--- src/rtl/delayer_var_reg_based.sv ---
// -----------------------------------------------------------------------------
// delayer_var_reg_based
//
// Register-based delay line with a run-time programmable delay of 1..SIZE
// cycles. A beat accepted on val_i is presented once on val_o/dat_o after the
// active delay (dly_o) of enabled cycles. The line supports stall (ena_i),
// flush, an in-flight beat counter and an optional sticky error flag.
// Data registers only load on valid beats so idle payload bits do not toggle.
//
// Optional feature macro: DELAYER_VAR_ERR_CHK_EN
//   defined   : err_o latches protocol errors (val_i while stalled, rejected
//               cfg_upd_i) until flush_i or reset. With SIM_KNOB_DBG also
//               defined, each error event prints a simulation message.
//   undefined : err_o is tied low and no detection logic exists.
//
// Ports:
//   clk        clock, all logic on rising edge
//   rstn       synchronous active-low reset
//   cfg_dly_i  requested delay (0 loads 1, above SIZE loads SIZE)
//   cfg_upd_i  pulse: load cfg_dly_i, honoured only while idle and val_i=0
//   ena_i      advance enable; 0 freezes the line
//   flush_i    drop every in-flight beat (highest priority)
//   val_i      input beat valid
//   dat_i      input payload
//   val_o      output beat valid
//   dat_o      output payload (don't-care while val_o=0)
//   dly_o      active delay
//   cnt_o      number of in-flight valid beats
//   bsy_o      cnt_o != 0
//   err_o      sticky protocol-error flag
// -----------------------------------------------------------------------------
module delayer_var_reg_based #(
    parameter int  SIZE    = 8,
    parameter int  DATA_WD = 32,
    parameter int  DLY_RST = 8,
    localparam int DLY_WD  = $clog2(SIZE + 1)
) (
    input  logic               clk,
    input  logic               rstn,
    input  logic [DLY_WD-1:0]  cfg_dly_i,
    input  logic               cfg_upd_i,
    input  logic               ena_i,
    input  logic               flush_i,
    input  logic               val_i,
    input  logic [DATA_WD-1:0] dat_i,
    output logic               val_o,
    output logic [DATA_WD-1:0] dat_o,
    output logic [DLY_WD-1:0]  dly_o,
    output logic [DLY_WD-1:0]  cnt_o,
    output logic               bsy_o,
    output logic               err_o
);

    logic [SIZE-1:0]    vstage_r;
    logic [SIZE-1:0]    vstage_nxt_s;
    logic [SIZE-1:0]    live_s;
    logic [SIZE-1:0]    tap_sel_s;
    logic [SIZE-1:0]    dld_s;
    logic [DATA_WD-1:0] dstage_r [SIZE];
    logic [DLY_WD-1:0]  dly_r;
    logic [DLY_WD-1:0]  dly_nxt_s;
    logic [DLY_WD-1:0]  cnt_r;
    logic [DLY_WD-1:0]  cnt_nxt_s;
    logic               tap_v_s;
    logic [DATA_WD-1:0] tap_d_s;
    logic               val_s;
    logic               acc_s;
    logic               bsy_s;
    logic               upd_ok_s;

    // Saturate a requested delay into the legal 1..SIZE window.
    function automatic logic [DLY_WD-1:0] clamp_dly(input logic [DLY_WD-1:0] req);
        logic [DLY_WD-1:0] res;
        if (req == {DLY_WD{1'b0}}) begin
            res = DLY_WD'(1'b1);
        end else if (req > DLY_WD'(SIZE)) begin
            res = DLY_WD'(SIZE);
        end else begin
            res = req;
        end
        return res;
    endfunction

    // Decode the active delay into a live-stage mask and a one-hot output tap.
    always_comb begin
        live_s    = {SIZE{1'b0}};
        tap_sel_s = {SIZE{1'b0}};
        tap_v_s   = 1'b0;
        tap_d_s   = {DATA_WD{1'b0}};
        for (int k = 0; k < SIZE; k++) begin
            live_s[k]    = (DLY_WD'(k) < dly_r);
            tap_sel_s[k] = (DLY_WD'(k) == (dly_r - DLY_WD'(1'b1)));
            tap_v_s      = tap_v_s | (vstage_r[k] & tap_sel_s[k]);
            tap_d_s      = tap_d_s | (tap_sel_s[k] ? dstage_r[k] : {DATA_WD{1'b0}});
        end
    end

    // Next-state for valid stages, data-load strobes, counter and delay.
    always_comb begin
        bsy_s    = (cnt_r != {DLY_WD{1'b0}});
        acc_s    = val_i & ena_i & ~flush_i;
        // rstn gates val_o so nothing is presented in a reset cycle.
        val_s    = tap_v_s & ena_i & ~flush_i & rstn;
        upd_ok_s = cfg_upd_i & ~flush_i & ~bsy_s & ~val_i;

        vstage_nxt_s = vstage_r;
        dld_s        = {SIZE{1'b0}};
        if (flush_i) begin
            vstage_nxt_s = {SIZE{1'b0}};
        end else if (ena_i) begin
            vstage_nxt_s[0] = val_i;
            dld_s[0]        = val_i;
            // Beats leaving stage D-1 are dropped, so stages >= D stay clear
            // and a later, larger delay never exposes stale valid bits.
            for (int k = 1; k < SIZE; k++) begin
                vstage_nxt_s[k] = vstage_r[k-1] & live_s[k];
                dld_s[k]        = vstage_r[k-1] & live_s[k];
            end
        end else begin
            vstage_nxt_s = vstage_r;
        end

        if (flush_i) begin
            cnt_nxt_s = {DLY_WD{1'b0}};
        end else begin
            cnt_nxt_s = cnt_r + DLY_WD'(acc_s) - DLY_WD'(val_s);
        end

        if (upd_ok_s) begin
            dly_nxt_s = clamp_dly(cfg_dly_i);
        end else begin
            dly_nxt_s = dly_r;
        end
    end

    // Control state registers with synchronous reset.
    always_ff @(posedge clk) begin
        if (!rstn) begin
            vstage_r <= {SIZE{1'b0}};
            cnt_r    <= {DLY_WD{1'b0}};
            dly_r    <= DLY_WD'(DLY_RST);
        end else begin
            vstage_r <= vstage_nxt_s;
            cnt_r    <= cnt_nxt_s;
            dly_r    <= dly_nxt_s;
        end
    end

    // Payload stages: no reset, load only when a valid beat moves in.
    always_ff @(posedge clk) begin
        if (dld_s[0]) begin
            dstage_r[0] <= dat_i;
        end
        for (int k = 1; k < SIZE; k++) begin
            if (dld_s[k]) begin
                dstage_r[k] <= dstage_r[k-1];
            end
        end
    end

    assign val_o = val_s;
    assign dat_o = tap_d_s;
    assign dly_o = dly_r;
    assign cnt_o = cnt_r;
    assign bsy_o = bsy_s;

`ifdef DELAYER_VAR_ERR_CHK_EN
    logic err_r;
    logic err_evt_s;

    // Error events; a flush cycle drops its inputs silently.
    always_comb begin
        err_evt_s = 1'b0;
        if (flush_i) begin
            err_evt_s = 1'b0;
        end else begin
            err_evt_s = (val_i & ~ena_i) | (cfg_upd_i & (bsy_s | val_i));
        end
    end

    // Sticky error flag, cleared by flush or reset.
    always_ff @(posedge clk) begin
        if (!rstn) begin
            err_r <= 1'b0;
        end else if (flush_i) begin
            err_r <= 1'b0;
        end else if (err_evt_s) begin
            err_r <= 1'b1;
        end else begin
            err_r <= err_r;
        end
    end

`ifdef SIM_KNOB_DBG
    // Debug trace of each error event.
    always @(posedge clk) begin
        if (rstn && err_evt_s) begin
            $display("%m: protocol error val_i=%0b ena_i=%0b cfg_upd_i=%0b cnt=%0d",
                     val_i, ena_i, cfg_upd_i, cnt_r);
        end
    end
`endif

    assign err_o = err_r;
`else
    assign err_o = 1'b0;
`endif

endmodule

--- config.mk ---
export PLATFORM = sky130hd
export DESIGN_NAME = delayer_var_reg_based
export DESIGN_NICKNAME = d
export VERILOG_FILES = /design/src/rtl/delayer_var_reg_based.sv
export SDC_FILE = /design/constraint.sdc
export NUM_CORES = 1
export LEC_CHECK = 0
export ABC_CLOCK_PERIOD_IN_PS = 4800
export BUFFER_PORTS_ARGS = -buffer_cell sky130_fd_sc_hd__buf_2
export CAP_MARGIN = 20
export CORE_ASPECT_RATIO = 0.6
export CORE_MARGIN = 2
export CORE_UTILIZATION = 40
export DETAILED_ROUTE_END_ITERATION = 6
export MAX_ROUTING_LAYER = met4
export PLACE_DENSITY_LB_ADDON = 0.25
export RECOVER_POWER = 100
export REMOVE_ABC_BUFFERS = 1
export SLEW_MARGIN = 30
export SYNTH_ARGS = -nofsm -noshare
export SYNTH_HDL_FRONTEND = slang
export SYNTH_SLANG_ARGS = --single-unit
--- constraint.sdc ---
create_clock -name clk -period 4.8 [get_ports clk]
set_clock_uncertainty 0.1 [all_clocks]
set_input_delay 0.48 -clock clk [delete_from_list [all_inputs] [get_ports clk]]
set_output_delay 0.48 -clock clk [all_outputs]
set_load 0.02 [all_outputs]
* Yosys cells after proc, flatten, opt, wreduce, memory -nomap -nowiden
Memories as Yosys holds them, arrays and structs flattened. Index checks and enable logic that the tools add are counted.
Storage, ports and cells: output and inout bits 43, memory bits (writable) 256, bits in registers 16, bits of input ports 42, memories 1
Memories:
- dstage_r | depth 8, bits a word 32, rd ports 8, clocked after Yosys merged registers in 0, write ports 8, RTL line 59 | logic [DATA_WD-1:0] dstage_r [SIZE];
Cells by class: $add $sub $neg 3, magnitude comparators 8, reductions and logical operators 4, bitwise logic cells 41, mux-type cells 28, equality and inequality tests 7
Operator list (count):
- 32-bit two-way mux | 8
- 32-bit OR | 7
- 1-bit bitwise AND | 23
- 3-bit by 4-bit == test with 1-bit output (first input constant) | 4
- 3-bit by 4-bit < comparator with 1-bit output (first input constant) | 4
- 1-bit two-way mux | 16
- 8-bit two-way mux | 2
- 2-bit by 4-bit == test with 1-bit output (first input constant) | 2
- 4-bit zero test | 2
- 2-bit by 4-bit < comparator with 1-bit output (first input constant) | 2
- 4-bit two-way mux | 2
- 1-bit OR | 7
- 4-bit by 1-bit adder with 4-bit output | 1
- 1-bit by 4-bit == test with 1-bit output (first input constant) | 1
- 4-bit greater-than comparator (second input constant) | 1
- 1-bit by 4-bit < comparator with 1-bit output (first input constant) | 1
- 1-bit NOT | 4
- 4-bit nonzero test | 1
- 4-bit by 1-bit subtractor with 4-bit output | 1
- 4-bit by 1-bit subtractor with 4-bit output (second input constant) | 1
- 2-bit OR reduction | 1

* Longest topological paths before layout
word-level depth 14, depth in mapped cells 12

* Worst setup path after synthesis
Ideal clock, no wire load.
path type reg2reg, start point register dly_r[2], in the netlist dly_o[2], end point memory dstage_r[1][0], in the netlist dstage_r[0][32] (enable), period minus slack after synthesis 3.101 ns, data required time 4.279 ns, path slack 1.699 ns, cell stages (with the launch flop) 7, path buffers 4, setup time 0.421 ns, arrival time 2.580 ns, path through dfxtp_1 > buf_4 > buf_4 > buf_2 > buf_2 > o21ai_0 > nor2_1
RTL lines:
- start, declared | RTL line 60 | logic [DLY_WD-1:0] dly_r;
- start signal, assigned | RTL line 141 | dly_r <= DLY_WD'(DLY_RST);
- start signal, assigned | RTL line 145 | dly_r <= dly_nxt_s;
- end, declared | RTL line 59

* Final worst setup path
start point register dly_r[3], in the netlist dly_o[3], end point output port dat_o[3]
Between the ends: word-level cells in the longest chain between the ends 10, elaborated cells between the ends (all ways) 24, classes of those cells add/sub: 1; eq/ne: 7; mux: 8; bitwise: 7; reduce/logical: 1
RTL lines:
- 4-bit by 1-bit subtractor with 4-bit output (*) | RTL line 92 | tap_sel_s[k] = (DLY_WD'(k) == (dly_r - DLY_WD'(1'b1)));
- 1-bit by 4-bit == test with 1-bit output or 4-bit zero test (tied branches) | RTL line 92
- 32-bit two-way mux | RTL line 94 | tap_d_s = tap_d_s | (tap_sel_s[k] ? dstage_r[k] : {DATA_WD{1'b0}});
- 32-bit OR (6 in series) | RTL line 94
- 32-bit OR (*) | RTL line 94
- end, declared | RTL line 47 | output logic [DATA_WD-1:0] dat_o,
Mark *: on every way between the ends. The rest lies on a longest branch, timed or not.

==> flow_summary.ini <==
[die]
die-height_um = 132
die_area_um2 = 28800
die_w_um = 218
start_util = 0.411
ioPinCount = 85
core.rowCount = 46
core_um2 = 26600

[clock_tree]
clkTransAtPathRegs_ps = 70
clockRootBuffer = clkbuf_16
clk_latency_ps = 530
clock_sinks = 272
cts_setup_buffers = 0
numCtsBuffers = 25
htree_levels = 1
clk_path_buf_depth = 3
cts_tree = built
ctsHoldBuffers = 0
cts_resized = 0

[global_routing]
antenna_found_initial = 0
grt_pass1_wl_mm = 41.1
overflow = 0
grt_pass1_vias = 6487
grt.total_usage = 0.193
grt_max_degree = 48

[flow_run]
cap_violations = 2

[setup_path]
reg2reg_from = dly_o[1]
worst_path_most_repeated_cell = clkbuf_1
worstSetupEndpointType = output port
endpoint = dat_o[3]
crit_family = buffers and inverters
required_ps = 4220
crit_path_start = dly_o[3]
crit_chain = buf_4, nor4bb_1, clkbuf_1, a22oi_1, o211ai_1, clkbuf_1
crit_arrival_ps = 3500
path_depth = 6
start_kind = flip-flop
slowest_stage = nor4bb_1
reg2reg_depth = 5
crit_path_max_fanout = 31
cpPeakStageDelay_ps = 890
crit_buf_inv = 3
worst-setup-path-type = flip-flop to output port
r2r_end = dstage_r[2][3]
regToRegSetupSlack_ps = 1310

[timing]
relSlewSlack = -0.205
drv_slew = 42
worstMarginPinSlew_ps = 1800
worst_slack_ps = 721
finalSetupTns_ps = 0
timing.final.crit_share = 0.850
whs_ps = 23.2
fmax_mhz = 245
hold_violations = 0
setup_violations = 0
period_minus_slack_ps = 4080
rsz0062_at_grt = no

[synth]
synth_seq_cells = 272
yosysMostFrequentCell = edfxtp_1
ys_seq_area_frac = 0.731
synth_warnings = 0
synth_edf_count = 256
synthTopCellsByArea = edfxtp_1 70%, mux2_2 4.2%, dfxtp_1 2.9%
async_flop_share = 0
yosys.area.top_type_share = 0.702
syn_inst = 648
yosys-top-cells-count = 256 x edfxtp_1, 41 x mux2_2, 41 x nand3b_1
synth_largest_area_cell = edfxtp_1
synth_cell_type_count = 53
synth_ff_type = edfxtp_1
synth.avg_cell_area_um2 = 16.9
netlist_area_um2 = 10900

[detailed_routing]
num_vias = 6288
drt_iter0_drc = 717
wl_per_cell_um = 24.2
drt_pass1_iterations = 7
wirelength_mm = 26.8
drc_errors = 0
ant_nets = 0
avgViaCountPerCell = 5.66

[hold_path]
hold_path_class = input pin to flip-flop

[power_and_ir_drop]
clkPwrFrac = 0.403
p_comb_frac = 0.034
power_density_nw_per_um2 = 372
power_leakage_nw = 3.84
seq_power_share = 0.562
p_switching_w = 0.000960
p_int_w = 0.00367
ir_worst_vdd_mv = 0.216
swShare = 0.207

[placed_design]
pre_cts_slack_ps = 1740
dp_hpwl_mm = 16.1
finalWeightedCongestion = 0.788
portBuffers = 83

[cells_and_area]
syn_to_final_growth_pct = 13.8
diodes = 0
nFillCells = 2295
final-seq-area_um2 = 8020
finalNetCount = 780
drive_gt1_frac = 0.209
multi_input_area_um2 = 2690

[outcome]
status = finished with violations
violations = capacitance limit, slew limit
-- power groups by stage --
stage | Combinational, W | Clock, W | Sequential, W
after floorplan | 0.0000890 | 0 | 0.00265
after global placement | 0.000164 | 0 | 0.00265
after detailed placement | 0.000166 | 0 | 0.00265
after CTS | 0.000167 | 0.00191 | 0.00260
after global routing | 0.000173 | 0.00200 | 0.00260
final | 0.000160 | 0.00187 | 0.00260
-- worst reg2reg max path: stages (launching register included) --
cell      delay, ps
dfxtp_4         680
buf_4           590
o21a_1          210
o21ai_0         100
nor2_1          520
clkbuf_2        890
-- layout make-up --
type | instances | share of cell area
Tap cell | 360 | 0.0361
Clock buffer | 33 | 0.0534
Clock inverter | 12 | 0.00622
Multi-Input combinational cell | 323 | 0.216
Inverter | 9 | 0.00271
Timing Repair Buffer | 101 | 0.0425
Sequential cell | 272 | 0.643
-- layout by cell type (no fill, tap or decap), types with 18 or more instances in the layout --
master     instances
a21oi_1           32
mux2_2            41
clkbuf_1          50
o211ai_1          18
edfxtp_1         256
buf_2             44
nand3b_1          41
clkbuf_16         25
a22oi_1           37
-- stage by stage --
stage               std cells  utilization  total power (W)  instance area [um^2]
floorplan                 604            -          0.00274                 10700
global placement         1065        0.443          0.00282                 11800
detailed placement       1065        0.443          0.00282                 11800
CTS                      1110        0.471          0.00468                 12500
global route             1110        0.468          0.00478                 12500
finish                   1110        0.468          0.00463                 12500
-- state kept, by name, indices dropped and copies added (netlist names) --
name,flops
dly_o,4
cnt_o,4
vstage_r,8
dstage_r,256
-- logic make-up after synthesis --
| family | Yosys count | share of synthesized area |
|---|---|---|
| compound gates | 131 | 0.0855 |
| xor+xnor | 1 | 0.000800 |
| fa+ha+maj | 6 | 0.00754 |
| buf+inv | 53 | 0.0246 |
| flops | 272 | 0.731 |
| mux | 66 | 0.0776 |
| other cells | 1 | 0.000343 |
| simple gates | 118 | 0.0722 |
-- worst min-delay path by stage --
stage                     depth (start not counted)               to  slack (ps)       startpoint
after CTS                                         1  dstage_r[0][30]           6        dat_i[30]
after global placement                            0   dstage_r[3][8]         320  dstage_r[2][40]
after global routing                              1  dstage_r[0][30]           2        dat_i[30]
final                                             1  dstage_r[0][30]          20        dat_i[30]
after floorplan                                   0  dstage_r[0][46]         320  dstage_r[0][14]
after detailed placement                          0  dstage_r[3][62]         330  dstage_r[3][30]
-- routing by layer --
layer	up-vias	routed length, um	track usage
met3	37	1950	0.0399
met2	254	11900	0.278
li1	2765	-	-
met1	3232	12600	0.288
met5	-	0	-
met4	0	352	0.0304
Power figures use the tool's default switching activity.
